`config.mk`:
```
export PLATFORM = sky130hd
export DESIGN_NAME = fifo_wr_arbiter_flat
export DESIGN_NICKNAME = d
export VERILOG_FILES = /design/src/rtl/fifo_wr_arbiter_if.sv /design/src/rtl/fifo_wr_arbiter.sv /design/src/flat_wrapper.sv
export SDC_FILE = /design/constraint.sdc
export NUM_CORES = 1
export LEC_CHECK = 0
export CAP_MARGIN = 10
export CORE_ASPECT_RATIO = 1.25
export CORE_MARGIN = 2
export CORE_UTILIZATION = 48
export CTS_CLUSTER_SIZE = 14
export DETAILED_ROUTE_END_ITERATION = 8
export PLACE_DENSITY = 0.85
export SLEW_MARGIN = 25
export SYNTH_ARGS = -nofsm -noshare
export SYNTH_HDL_FRONTEND = slang
export SYNTH_SLANG_ARGS = --single-unit
```
`constraint.sdc`:
```
create_clock -name wclk -period 3.9 [get_ports wclk]
set_input_delay 0.78 -clock wclk [delete_from_list [all_inputs] [get_ports wclk]]
set_output_delay 0.78 -clock wclk [all_outputs]
set_load 0.01 [all_outputs]
```
`src/rtl/fifo_wr_arbiter_if.sv`:
```
// Requester/FIFO-write bundle shared between the requesters, the FIFO write
// side and the round-robin write arbiter.
//   master : the arbiter (drives the FIFO write port and the acks)
//   slave  : the environment (requesters plus FIFO status flags)
interface fifo_wr_arbiter_if #(
    parameter int DSIZE = 8,
    parameter int NREQ  = 4
) ();
    logic [NREQ-1:0]         req;
    logic [NREQ*DSIZE-1:0]   req_data;
    logic [NREQ-1:0]         ack;
    logic                    wfull;
    logic                    tfull;
    logic                    winc;
    logic [DSIZE-1:0]        wdata;
    logic                    gnt_valid;
    logic [$clog2(NREQ)-1:0] gnt_id;
    logic [15:0]             words_wr;

    modport master (
        input  req, req_data, wfull, tfull,
        output ack, winc, wdata, gnt_valid, gnt_id, words_wr
    );

    modport slave (
        output req, req_data, wfull, tfull,
        input  ack, winc, wdata, gnt_valid, gnt_id, words_wr
    );
endinterface

```
`src/rtl/fifo_wr_arbiter.sv`:
```
// Round-robin arbiter sharing the FIFO write port among NREQ requesters.
// A grant lasts up to BURST words (1 word when the FIFO is 3/4 full at
// arbitration time), stalls on wfull, and ends early if the owner drops req.
// Write-side outputs are combinational from registered state, so an
// asynchronous reset removes winc/ack immediately.
module fifo_wr_arbiter #(
    parameter int DSIZE = 8,
    parameter int NREQ  = 4,
    parameter int BURST = 4
) (
    input  logic              wclk,
    input  logic              wrst,
    fifo_wr_arbiter_if.master bus
);
    localparam int             IDW       = $clog2(NREQ);
    localparam logic [7:0]     BURST_LIM = 8'(BURST);
    localparam logic [IDW-1:0] LAST_ID   = IDW'(NREQ - 1);
    localparam logic [IDW:0]   NREQ_W    = (IDW + 1)'(NREQ);

    typedef enum logic {IDLE, GRANT} state_t;

    state_t         state_reg, state_next;
    logic [IDW-1:0] rr_ptr_reg, rr_ptr_next;
    logic [IDW-1:0] gnt_id_reg, gnt_id_next;
    logic [7:0]     burst_cnt_reg, burst_cnt_next;
    logic [7:0]     limit_reg, limit_next;
    logic [15:0]    words_wr_reg, words_wr_next;

    wire  [IDW-1:0]   cand_idx [NREQ];
    wire  [NREQ-1:0]  cand_req;
    wire  [DSIZE-1:0] req_word [NREQ];
    wire  [NREQ-1:0]  id_onehot;
    logic [IDW-1:0]   pick_idx;
    logic [IDW-1:0]   gnt_id_inc;
    logic             winc_int;
    logic             gnt_active;

    // Per-slot helpers: scan order starting at rr_ptr (explicit modulo so a
    // non-power-of-2 NREQ wraps correctly), word slices, one-hot of gnt_id.
    genvar gi;
    generate
        for (gi = 0; gi < NREQ; gi++) begin : g_slot
            wire [IDW:0] sum = {1'b0, rr_ptr_reg} + (IDW + 1)'(gi);
            wire [IDW:0] wrapped = sum - NREQ_W;
            assign cand_idx[gi]  = (sum >= NREQ_W) ? wrapped[IDW-1:0] : sum[IDW-1:0];
            assign cand_req[gi]  = bus.req[cand_idx[gi]];
            assign req_word[gi]  = bus.req_data[gi*DSIZE +: DSIZE];
            assign id_onehot[gi] = (gnt_id_reg == IDW'(gi));
        end
    endgenerate

    // Pick the first requesting slot in rotated order (slot 0 = rr_ptr).
    always_comb begin
        pick_idx = rr_ptr_reg;
        for (int k = NREQ - 1; k >= 0; k--) begin
            if (cand_req[k]) begin
                pick_idx = cand_idx[k];
            end
        end
    end

    // Pointer value that gives the just-finished owner lowest priority.
    always_comb begin
        gnt_id_inc = (gnt_id_reg == LAST_ID) ? '0 : gnt_id_reg + 1'b1;
    end

    // FIFO write port and acks, driven only while a grant is active.
    always_comb begin
        gnt_active    = (state_reg == GRANT);
        winc_int      = gnt_active & bus.req[gnt_id_reg] & ~bus.wfull;
        bus.winc      = winc_int;
        bus.gnt_valid = gnt_active;
        bus.wdata     = gnt_active ? req_word[gnt_id_reg] : '0;
        bus.ack       = winc_int ? id_onehot : '0;
        bus.gnt_id    = gnt_id_reg;
        bus.words_wr  = words_wr_reg;
    end

    // Next-state logic: arbitrate in IDLE, count/stall/finish bursts in GRANT.
    always_comb begin
        state_next     = state_reg;
        rr_ptr_next    = rr_ptr_reg;
        gnt_id_next    = gnt_id_reg;
        burst_cnt_next = burst_cnt_reg;
        limit_next     = limit_reg;
        words_wr_next  = words_wr_reg;

        if (winc_int && (words_wr_reg != 16'hFFFF)) begin
            words_wr_next = words_wr_reg + 16'd1;
        end

        case (state_reg)
            IDLE: begin
                if (|bus.req) begin
                    gnt_id_next    = pick_idx;
                    burst_cnt_next = '0;
                    limit_next     = bus.tfull ? 8'd1 : BURST_LIM;
                    state_next     = GRANT;
                end
            end
            GRANT: begin
                if (!bus.req[gnt_id_reg]) begin
                    state_next  = IDLE;
                    rr_ptr_next = gnt_id_inc;
                end else if (winc_int) begin
                    if (burst_cnt_reg == limit_reg - 8'd1) begin
                        state_next  = IDLE;
                        rr_ptr_next = gnt_id_inc;
                    end else begin
                        burst_cnt_next = burst_cnt_reg + 8'd1;
                    end
                end
                // wfull with req held: everything frozen, grant kept.
            end
            default: state_next = IDLE;
        endcase
    end

    // State register with asynchronous reset.
    always_ff @(posedge wclk or posedge wrst) begin
        if (wrst) begin
            state_reg     <= IDLE;
            rr_ptr_reg    <= '0;
            gnt_id_reg    <= '0;
            burst_cnt_reg <= '0;
            limit_reg     <= BURST_LIM;
            words_wr_reg  <= '0;
        end else begin
            state_reg     <= state_next;
            rr_ptr_reg    <= rr_ptr_next;
            gnt_id_reg    <= gnt_id_next;
            burst_cnt_reg <= burst_cnt_next;
            limit_reg     <= limit_next;
            words_wr_reg  <= words_wr_next;
        end
    end
endmodule

```
`src/flat_wrapper.sv`:
```
// flat-port wrapper written by rule: the top's interface ports become plain ports
module fifo_wr_arbiter_flat 
#(
    parameter int DSIZE = 8,
    parameter int NREQ  = 4,
    parameter int BURST = 4
)
  (wclk, wrst, bus_req, bus_req_data, bus_wfull, bus_tfull, bus_ack, bus_winc, bus_wdata, bus_gnt_valid, bus_gnt_id, bus_words_wr);
  fifo_wr_arbiter_if #(.DSIZE(DSIZE), .NREQ(NREQ)) bus_i ();
  input  logic wclk;
  input  logic wrst;
  input wire logic [$bits(bus_i.req)-1:0] bus_req;
  input wire logic [$bits(bus_i.req_data)-1:0] bus_req_data;
  input wire logic [$bits(bus_i.wfull)-1:0] bus_wfull;
  input wire logic [$bits(bus_i.tfull)-1:0] bus_tfull;
  output wire logic [$bits(bus_i.ack)-1:0] bus_ack;
  output wire logic [$bits(bus_i.winc)-1:0] bus_winc;
  output wire logic [$bits(bus_i.wdata)-1:0] bus_wdata;
  output wire logic [$bits(bus_i.gnt_valid)-1:0] bus_gnt_valid;
  output wire logic [$bits(bus_i.gnt_id)-1:0] bus_gnt_id;
  output wire logic [$bits(bus_i.words_wr)-1:0] bus_words_wr;
  assign bus_i.req = bus_req;
  assign bus_i.req_data = bus_req_data;
  assign bus_i.wfull = bus_wfull;
  assign bus_i.tfull = bus_tfull;
  assign bus_ack = bus_i.ack;
  assign bus_winc = bus_i.winc;
  assign bus_wdata = bus_i.wdata;
  assign bus_gnt_valid = bus_i.gnt_valid;
  assign bus_gnt_id = bus_i.gnt_id;
  assign bus_words_wr = bus_i.words_wr;
  fifo_wr_arbiter #(.DSIZE(DSIZE), .NREQ(NREQ), .BURST(BURST)) u_core (.wclk(wclk), .wrst(wrst), .bus(bus_i));
endmodule
```
======== Word-level counts from Yosys, hierarchy flattened ========
Cells that the tools add are included.
cells by class
  $add $sub $neg .......................... 11
  $lt $le $gt $ge ......................... 10
  eq/ne operators ......................... 11
  multiplexer cells ....................... 38
  bitwise logic cells ..................... 5
  reductions and logical operators ........ 6
operators by type and width
  cell                                                                           count
  8-bit two-way mux                                                              7
  2-bit two-way mux                                                              12
  16-bit by 1-bit adder with 16-bit output (second input constant)               1
  8-bit binary-select mux with 2-bit select                                      1
  16-bit != test (second input constant)                                         1
  8-bit one-hot mux with 2 select lines                                          1
  2-bit by 3-bit less-than comparator with 1-bit output (second input constant)  5
  3-bit >= comparator (second input constant)                                    4
  1-bit binary-select mux with 2-bit select                                      5
  1-bit two-way mux                                                              9
  8-bit by 1-bit adder with 8-bit output (second input constant)                 1
  8-bit equality test                                                            1
  2-bit != test (second input constant)                                          4
  2-bit by 1-bit subtractor with 2-bit output (second input constant)            4
  8-bit by 1-bit subtractor with 8-bit output (second input constant)            1
  2-bit by 2-bit adder with 3-bit output (second input constant)                 2
  2-bit equality test (second input constant)                                    2
  4-bit two-way mux                                                              1
  2-bit by 1-bit != test with 1-bit output (second input constant)               2
  4-bit AND reduction                                                            1
  4-bit OR reduction                                                             1
  2-bit by 1-bit adder with 3-bit output (second input constant)                 1
  2-bit by 3-bit >= comparator with 1-bit output (second input constant)         1
  3-bit two-way mux                                                              1
  other kinds (10)                                                               12
storage, ports and cells
  register bits ........................... 37
  output and inout port bits .............. 32
  word-level logic and storage cells ...... 87

======== Depth between registers and ports, before layout ========
  word-level depth ........................ 9
  depth in mapped cells ................... 7
  gate-level depth less buffers ........... 7

======== Worst setup path before layout ========
Ideal clock, no wire load.
  path type ............................... in2out
  start ................................... in bus_req[3]
  end ..................................... out bus_ack[0]
  data arrival time ....................... 1537 ps
  required time ........................... 3120 ps
  setup slack ............................. 1583 ps
  cell stages on the path ................. 2
  path buffers ............................ 0
  cells stage by stage .................... mux4_2 and3_1
on the way
  longest elaborated chain between the ends .. 5
RTL lines
  what                                       line                   source
  start: declaration                         flat_wrapper.sv:12     input wire logic [$bits(bus_i.req)-1:0] bus_req;
  1-bit binary-select mux with 2-bit select  fifo_wr_arbiter.sv:70  winc_int = gnt_active & bus.req[gnt_id_reg] & ~bus.wfull;
  1-bit two-way mux (not written as such)    fifo_wr_arbiter.sv:70
  1-bit AND (2 in a row)                     fifo_wr_arbiter.sv:70
  4-bit two-way mux                          fifo_wr_arbiter.sv:74  bus.ack = winc_int ? id_onehot : '0;
  end: declaration                           flat_wrapper.sv:16     output wire logic [$bits(bus_i.ack)-1:0] bus_ack;
No other way between the ends. The select of a mux whose other input is x is not followed.

======== Worst setup path in the final report ========
  start ................................... in bus_req[1]
  end ..................................... out bus_ack[0]
The elaborated chain is that of the path after synthesis.

==> impl_metrics.env <==
export IMPL_worstSetupPathType="input port to output pin"
export IMPL_path_buf_inv=2
export IMPL_synth_edf_count=0
export IMPL_cts_hold_buf=0
export IMPL_post_cts_buffers=0
export IMPL_cts_resized=0
export IMPL_antenna_cells=0
export IMPL_status="completed"
export IMPL_synthCells=186
export IMPL_worstPathArrival_ns=2.59
export IMPL_dp_hpwl_um=3460
export IMPL_power_density_nw_per_um2=543
export IMPL_vias_per_cell=5.38
export IMPL_htree_levels=2
export IMPL_dp_cells=311
export IMPL_p_leak_uw=0.00120
export IMPL_slew_violations=0
export IMPL_hold_path_depth=1
export IMPL_grt_max_degree=32
export IMPL_cts_buffers=5
export IMPL_cap_violations=0
export IMPL_path_clk_slew_ns=0.07
export IMPL_final_nets=309
export IMPL_cp_cell_sequence="clkdlybuf4s50_1 -> mux4_2 -> and3_1 -> clkdlybuf4s50_1"
export IMPL_die_area_um2=4620
export IMPL_grt_overflow=0
export IMPL_swShare=0.363
export IMPL_clockBufferDepth=2
export IMPL_rows=26
export IMPL_io_buffers=71
export IMPL_switching_power_uw=556
export IMPL_ys_async_sr_fraction=1.00
export IMPL_synth_avg_cell_area_um2=10.5
export IMPL_synth_seq_cells=31
export IMPL_drive_above_1_share=0.103
export IMPL_reg2regPathDepth=4
export IMPL_synth_cell_types=38
export IMPL_fmax_mhz=297
export IMPL_die_h_um=75.5
export IMPL_cp_max_fo=7
export IMPL_root_buffer="clkbuf_8"
export IMPL_fin_crit_ns=3.37
export IMPL_combPwrFrac=0.505
export IMPL_ys_warn_count=0
export IMPL_grt_usage=0.218
export IMPL_hold_violations=0
export IMPL_fin_crit_sh=0.864
export IMPL_ir_drop_v=0.000360
export IMPL_clock_sinks=31
export IMPL_drt_total_wl_um=4600
export IMPL_yosysSeqAreaShare=0.396
export IMPL_synth_area_um2=1960
export IMPL_crit_family="buffers and inverters"
export IMPL_coreArea_um2=4000
export IMPL_fin_tns_setup_ns=0
export IMPL_clkLatencyLatePin_ns=0.29
export IMPL_ioPinCount=72
export IMPL_synth_top_flop_cell="dfrtp_1"
export IMPL_syn_num_nets=233
export IMPL_cp_depth=4
export IMPL_p_int_uw=975
export IMPL_cp_start_kind="input port"
export IMPL_whs_ns=0.502
export IMPL_drtIter0Drc=46
export IMPL_worst_clock_skew_ns=0.00553
export IMPL_cpMaxStageDelayCell="mux4_2"
export IMPL_initial_core_util=0.490
export IMPL_end_kind="output pin"
export IMPL_firstDrtPassIters=4
export IMPL_max_stage_delay_ns=0.59
export IMPL_grt_pass1_vias=1584
export IMPL_p_clk_frac=0.160
export IMPL_wl_per_cell_um=14.4
export IMPL_design_area_um2=2820
export IMPL_cp_required_ns=3.12
export IMPL_finish_utilization=0.705
export IMPL_postPlaceCellArea_um2=2740
export IMPL_grt_pass1_wl_um=7400
export IMPL_fill_cells=343
export IMPL_final_antenna_net_count=0
export IMPL_slew_headroom=0.660
export IMPL_rsz0062_at_grt="false"
export IMPL_gp_congestion=0.799
export IMPL_area_delta_synth_final_pct=43.9
export IMPL_largest_reg_flops=16
export IMPL_drc=0
export IMPL_min_path_type="flop to flop"
export IMPL_final_cells=319
export IMPL_tightest_slew_ns=0.511
export IMPL_cts_tree="yes"
export IMPL_die_width_um=61.2
export IMPL_crit_top_cell="clkdlybuf4s50_1"
export IMPL_pwr_share_seq=0.335
export IMPL_dr_total_vias=1716
export IMPL_setup_viol=0
export IMPL_antenna_found_initial=0
kinds of logic (layout without fill, tap and decap cells):
group / Yosys count / count (layout) / share of synthesized area
mux: 18 / 18 / 0.155
compound gates: 20 / 20 / 0.0842
fa+ha+maj: 7 / 7 / 0.0447
simple gates: 79 / 79 / 0.219
xor+xnor: 16 / 16 / 0.0715
buf+inv: 15 / 92 / 0.0294
flops: 31 / 31 / 0.396
power by group through the flow:
stage	clock [uW]	combinational, uW	sequential, uW
2_1_floorplan	0	489	488
4_1_cts	252	785	516
6_report	245	773	513
3_3_place_gp	0	762	519
3_5_place_dp	0	779	522
5_1_grt	264	852	532
layout make-up:
type                            count  area, um^2  area share
Clock inverter                      1        5.00     0.00177
Sequential cell                    31         777       0.275
Tap cell                           56        70.1      0.0248
Clock buffer                        7        76.3      0.0271
Multi-Input combinational cell    140        1130       0.399
Timing Repair Buffer               73         726       0.257
Inverter                           11        41.3      0.0146
cell usage after synthesis, types with 2 or more instances:
library cell,number,share of area
dfrtp_1,30,0.38
nand2_1,20,0.038
xnor2_1,13,0.058
inv_1,11,0.021
nor2_1,10,0.019
mux4_2,9,0.10
nand4_1,9,0.029
and2_1,8,0.026
and3_1,8,0.026
ha_1,7,0.045
nand3_1,7,0.018
mux2i_1,6,0.031
a21oi_1,4,0.010
nor2b_1,4,0.013
o21ai_0,4,0.010
a21oi_4,3,0.025
clkbuf_1,3,0.0057
nand3b_1,3,0.011
xor2_1,3,0.013
a21boi_0,2,0.0077
mux2_4,2,0.015
nand4b_1,2,0.0089
nor3_1,2,0.0051
nor4_1,2,0.0064
placed cells by master (no fill, tap or decap), types with 2 or more instances in the layout:
master           synthesis  routed
nand3b_1                 3       3
a21boi_0                 2       2
nor2b_1                  4       4
nand3_1                  7       7
dfrtp_1                 30      30
clkbuf_8                 0       5
and2_1                   8       8
nand4_1                  9       9
xnor2_1                 13      13
mux2_4                   2       2
nor2_1                  10      10
o21ai_0                  4       4
buf_4                    0       2
clkbuf_1                 3       2
nand4b_1                 2       2
nand2_1                 20      20
nor3_1                   2       2
mux4_2                   9       9
nor4_1                   2       2
a21oi_1                  4       4
ha_1                     7       7
a21oi_4                  3       3
clkdlybuf4s50_1          0      71
mux2i_1                  6       6
xor2_1                   3       3
and3_1                   8       8
inv_1                   11      11
worst reg2reg max path: stages (launching register included):
cell and delay (ns):
dfrtp_1 0.66, mux4_2 0.41, nand2_4 0.11, a21oi_4 0.28
mux2_2 0.37
layer usage:
metal  GRT usage  share of wire  up-vias
met5           0              0        -
met4       0.101          0.020        0
met3      0.0577           0.11        7
met2       0.375           0.49       80
met1       0.249           0.39      808
li1            -              -      821
path summary, 6_finish.rpt:
kind,slack (ns),startpoint,end
max reg2reg,1.96,u_core.bus.gnt_id[1],u_core.bus.words_wr[1]
min in group asynchronous,0.88,wrst,u_core.bus.words_wr[1]
max in group asynchronous,2.69,wrst,u_core.limit_reg[2]
min,0.50,u_core.bus.words_wr[7],u_core.bus.words_wr[7]
max,0.53,bus_req[1],bus_ack[0]
min reg2reg,0.50,u_core.bus.words_wr[7],u_core.bus.words_wr[7]
stage by stage:
step	worst slack [ns]	power, uW
2_1_floorplan	1.58	977
3_3_place_gp	0.550	1280
3_5_place_dp	0.534	1300
4_1_cts	0.535	1550
5_1_grt	0.468	1650
6_report	0.530	1530
(Power assumes the default switching activity.)
